--- config.mk ---
export PLATFORM = sky130hd
export DESIGN_NAME = serial_compare
export DESIGN_NICKNAME = d
export VERILOG_FILES = /design/src/rtl/serial_compare_pkg.sv /design/src/rtl/serial_compare_bit_eq.sv /design/src/rtl/serial_compare.sv
export SDC_FILE = /design/constraint.sdc
export NUM_CORES = 1
export LEC_CHECK = 0
export ABC_AREA = 1
export BUFFER_PORTS_ARGS = -buffer_cell sky130_fd_sc_hd__buf_2
export CAP_MARGIN = 30
export CORE_AREA = 2 2 39 41
export DETAILED_ROUTE_END_ITERATION = 10
export DIE_AREA = 0 0 41 43
export GPL_ROUTABILITY_DRIVEN = 0
export PLACE_DENSITY_LB_ADDON = 0.1
export SYNTH_ARGS = -nofsm -noshare
export SYNTH_HDL_FRONTEND = slang
export SYNTH_HIERARCHICAL = 1
export SYNTH_SLANG_ARGS = --single-unit
--- constraint.sdc ---
create_clock -name clk -period 1.4 [get_ports clk]
set_input_delay 0.14 -clock clk [delete_from_list [all_inputs] [get_ports clk]]
set_output_delay 0.14 -clock clk [all_outputs]
set_load 0.005 [all_outputs]
--- src/rtl/serial_compare_pkg.sv ---
// rtl/serial_compare_pkg.sv - shared state encoding and default width for the serial comparator
package serial_compare_pkg;

    localparam int DEFAULT_N = 5;

    localparam logic [1:0] ST_IDLE  = 2'd0;
    localparam logic [1:0] ST_SHIFT = 2'd1;
    localparam logic [1:0] ST_DONE  = 2'd2;

endpackage

--- src/rtl/serial_compare_bit_eq.sv ---
// rtl/serial_compare_bit_eq.sv - single-bit equality cell (xnor)
module bit_eq (
    input  logic a,
    input  logic b,
    output logic eq
);

    assign eq = ~(a ^ b);

endmodule

--- src/rtl/serial_compare.sv ---
// rtl/serial_compare.sv - MSB-first serial unsigned comparator with start/abort handshake
module serial_compare
    import serial_compare_pkg::*;
#(
    parameter int N = DEFAULT_N
) (
    input  logic clk,
    input  logic rst_n,
    input  logic start,
    input  logic abort,
    input  logic bit_valid,
    input  logic x_bit,
    input  logic y_bit,
    output logic busy,
    output logic done,
    output logic eq,
    output logic gt,
    output logic lt
);

    localparam int CW = $clog2(N + 1);

    logic [1:0]    state_q, state_d;
    logic [CW-1:0] cnt_q, cnt_d;
    logic          dec_gt_q, dec_gt_d;
    logic          dec_lt_q, dec_lt_d;
    logic          eq_q, eq_d;
    logic          gt_q, gt_d;
    logic          lt_q, lt_d;
    logic          pair_eq;

    bit_eq u_bit_eq (
        .a  (x_bit),
        .b  (y_bit),
        .eq (pair_eq)
    );

    always_comb begin
        state_d  = state_q;
        cnt_d    = cnt_q;
        dec_gt_d = dec_gt_q;
        dec_lt_d = dec_lt_q;
        eq_d     = eq_q;
        gt_d     = gt_q;
        lt_d     = lt_q;
        case (state_q)
            ST_IDLE: begin
                // A simultaneous abort cancels the request before it is taken.
                if (start && !abort) begin
                    state_d  = ST_SHIFT;
                    cnt_d    = '0;
                    dec_gt_d = 1'b0;
                    dec_lt_d = 1'b0;
                    eq_d     = 1'b0;
                    gt_d     = 1'b0;
                    lt_d     = 1'b0;
                end
            end
            ST_SHIFT: begin
                if (abort) begin
                    state_d  = ST_IDLE;
                    cnt_d    = '0;
                    dec_gt_d = 1'b0;
                    dec_lt_d = 1'b0;
                    eq_d     = 1'b0;
                    gt_d     = 1'b0;
                    lt_d     = 1'b0;
                end else if (bit_valid) begin
                    cnt_d = cnt_q + CW'(1);
                    if (!dec_gt_q && !dec_lt_q && !pair_eq) begin
                        dec_gt_d = x_bit;
                        dec_lt_d = y_bit;
                    end
                    // Results are published on the final pair, including its own decision.
                    if (cnt_q == CW'(N - 1)) begin
                        state_d = ST_DONE;
                        eq_d    = !(dec_gt_d || dec_lt_d);
                        gt_d    = dec_gt_d;
                        lt_d    = dec_lt_d;
                    end
                end
            end
            ST_DONE: begin
                state_d = ST_IDLE;
            end
            default: begin
                state_d = ST_IDLE;
            end
        endcase
    end

    always_ff @(posedge clk or negedge rst_n) begin
        if (!rst_n) begin
            state_q  <= ST_IDLE;
            cnt_q    <= '0;
            dec_gt_q <= 1'b0;
            dec_lt_q <= 1'b0;
            eq_q     <= 1'b0;
            gt_q     <= 1'b0;
            lt_q     <= 1'b0;
        end else begin
            state_q  <= state_d;
            cnt_q    <= cnt_d;
            dec_gt_q <= dec_gt_d;
            dec_lt_q <= dec_lt_d;
            eq_q     <= eq_d;
            gt_q     <= gt_d;
            lt_q     <= lt_d;
        end
    end

    assign busy = (state_q == ST_SHIFT);
    assign done = (state_q == ST_DONE);
    assign eq   = eq_q;
    assign gt   = gt_q;
    assign lt   = lt_q;

endmodule

==> qor.yml <==
ys_top_cells_by_count: "nand2_1, inv_1, dfrtp_1"
status: "completed"
synthArstFlopShare_pct: 100
syn-num-nets: 93
ys_types: 18
avgSynthCellArea_um2: 7.42
cp.required_ns: 1.55
syn_area_um2: 623
final_cells: 115
dieArea_um2: 1760
place_hpwl_um: 970
rsz0062_at_grt: "false"
worst_clock_skew_ns: 0.00117
drt_iter0_markers: 10
cp.arrival_ns: 1.40
worst-path-buf-inv: 2
drive_gt1_share_pct: 30.3
cts-root-buf: "clkbuf_4"
maxCapViolations: 0
cp_slowest_cell: "dfrtp_1"
finalHoldViolCount: 0
dp.cells: 111
pin_count: 12
fp-row-count: 14
critical_path.max_fanout: 3
yosysWarningCount: 6
leakagePower_nw: 0.415
final_util_pct: 53.0
drv_slew: 0
die-width_um: 41
area_growth_syn_to_layout_pct: 17.7
routed_via_density: 4.80
route.detailed.drc: 0
grt_first_pass_wirelength_mm: 2.10
tightestPinTransition_ns: 0.236
post_cts_buffers: 0
synth_area_leaders: "dfrtp_1, nand2_1, inv_1"
crit_path_end_kind: "flop"
slew_headroom_pct: 84.2
final.setup.tns_ns: 0
r2r_slack_ns: 0.15
path_clk_slew_ns: 0.07
start_util_pct: 45.0
cpMostUsedCell: "nand2_1"
nets: 110
synth_cells: 84
globalRouteOverflowTotal: 0
vias: 552
cts_num_sinks: 10
totalWireLength_mm: 1.19
min_period_over_period_pct: 88.9
ys_seq_elements: 10
cts_tree: "done"
finalPower_mw: 0.660
synth_top_cell_area_share_pct: 40.2
antenna_found_initial: 0
clock_path_buffers: 2
p_per_area_nw_per_um2: 900
cts_made_buffers: 3
yosysMostFrequentCell: "nand2_1"
wl_per_cell_um: 10.3
cp_top_family: "simple AND/OR/NAND/NOR gates"
setup_viol: 0
worstPathCellList: "inv_1, ha_1, nand2_1, nor2_2, nor2_2, inv_1, nand2_2, nand2_1, nand2_1"
clock_latency_ns: 0.26
fillCellCount: 149
holdCritPathClass: "primary input to flop"
synth_seq_area_share_pct: 40.2
die_y_um: 43
worst-setup-path-type: "flop to flop"
grt_pass1_vias: 543
synth_area_leader_cell: "dfrtp_1"
h-tree-depth: 1
io_buffers: 11
cpPeakStageDelay_ns: 0.40
core_region_area_um2: 1380
layout_min_cycle_time_ns: 1.25
track_usage_pct: 18.0
ant_nets: 0
antenna_cells: 0
dr.pass1.iters: 4
ys.flop_type: "dfrtp_1"
hold_slack_ns: 0.226
synth_edf_count: 0
vdd_ir_drop_max_mv: 0.493
max_freq_mhz: 803
start_kind: "flop"
grt_max_degree: 11
-- timing repair --
item                                   in CTS  in global routing
hold buffers                                1                  0
setup endpoints to repair                   0                  3
gates resized for setup                     0                  1
endpoints found under the hold margin      10                  0
-- per-layer routing --
| layer | global-route usage [%] | vias up | wire, um |
|---|---|---|---|
| met4 | 12.0 | 0 | 10 |
| li1 | - | 285 | - |
| met2 | 29.4 | 11 | 625 |
| met1 | 19.9 | 254 | 512 |
| met5 | 0 | - | 0 |
| met3 | 3.14 | 2 | 42 |
-- final cells by class --
class | count | area, um^2 | area share (%)
Inverter | 16 | 60.1 | 8.19
Sequential cell | 10 | 250 | 34.1
Multi-Input combinational cell | 58 | 315 | 43.0
Timing Repair Buffer | 12 | 65.1 | 8.87
Clock buffer | 3 | 22.5 | 3.07
Tap cell | 16 | 20.0 | 2.73
-- sequential cells by signal, indices dropped and copies added, names as in the netlist --
name	cells
state_q	2
eq	1
lt	1
cnt_q	3
dec_lt_q	1
gt	1
dec_gt_q	1
-- placed cells by master (no fill, tap or decap), drive strengths merged --
| cell | count |
|---|---|
| nand2 | 35 |
| inv | 16 |
| buf | 11 |
| dfrtp | 10 |
| nor2 | 7 |
| nand3 | 5 |
| clkbuf | 3 |
| a21oi | 3 |
| nand4 | 2 |
| o21ai | 2 |
| ha | 2 |
| nor3 | 1 |
| a31oi | 1 |
| dlygate4sd3 | 1 |
-- worst min-delay path, stage by stage --
cell	delay [ns]
buf_2	0.14
nor3_2	0.07
nand2_1	0.05
nand2_1	0.05
-- power breakdown --
| part | leakage (nW) | total (mW) | switching (mW) | internal, mW |
|---|---|---|---|---|
| Clock | 0.0138 | 0.199 | 0.0996 | 0.0992 |
| Combinational | 0.264 | 0.140 | 0.0875 | 0.0522 |
| Sequential | 0.137 | 0.321 | 0.0158 | 0.306 |
-- path summary, 6_finish.rpt --
path | start | end | cells after the start
setup / recovery | cnt_q[0] | lt | 9
min in group asynchronous | rst_n | gt | 2
hold reg to reg | gt | gt | 2
setup reg to reg | cnt_q[0] | lt | 9
max in group asynchronous | rst_n | cnt_q[0] | 2
hold / removal | abort | cnt_q[1] | 4
-- through the flow --
stage / worst slack (ns) / area (um^2)
after floorplan: 0.230 / 623
after global placement: 0.184 / 698
after detailed placement: 0.127 / 698
after CTS: 0.114 / 731
after global routing: 0.0405 / 733
final: 0.155 / 733
-- logic make-up (layout without fill, tap and decap cells) --
kind of cell / count (synthesis) / after routing / share of synthesized area (%)
compound gates: 6 / 6 / 8.03
fa+ha+maj: 2 / 2 / 4.02
buf+inv: 16 / 31 / 9.64
flops: 10 / 10 / 40.2
simple gates: 50 / 50 / 38.2
Note: power is estimated with default switching activity, not from simulation.
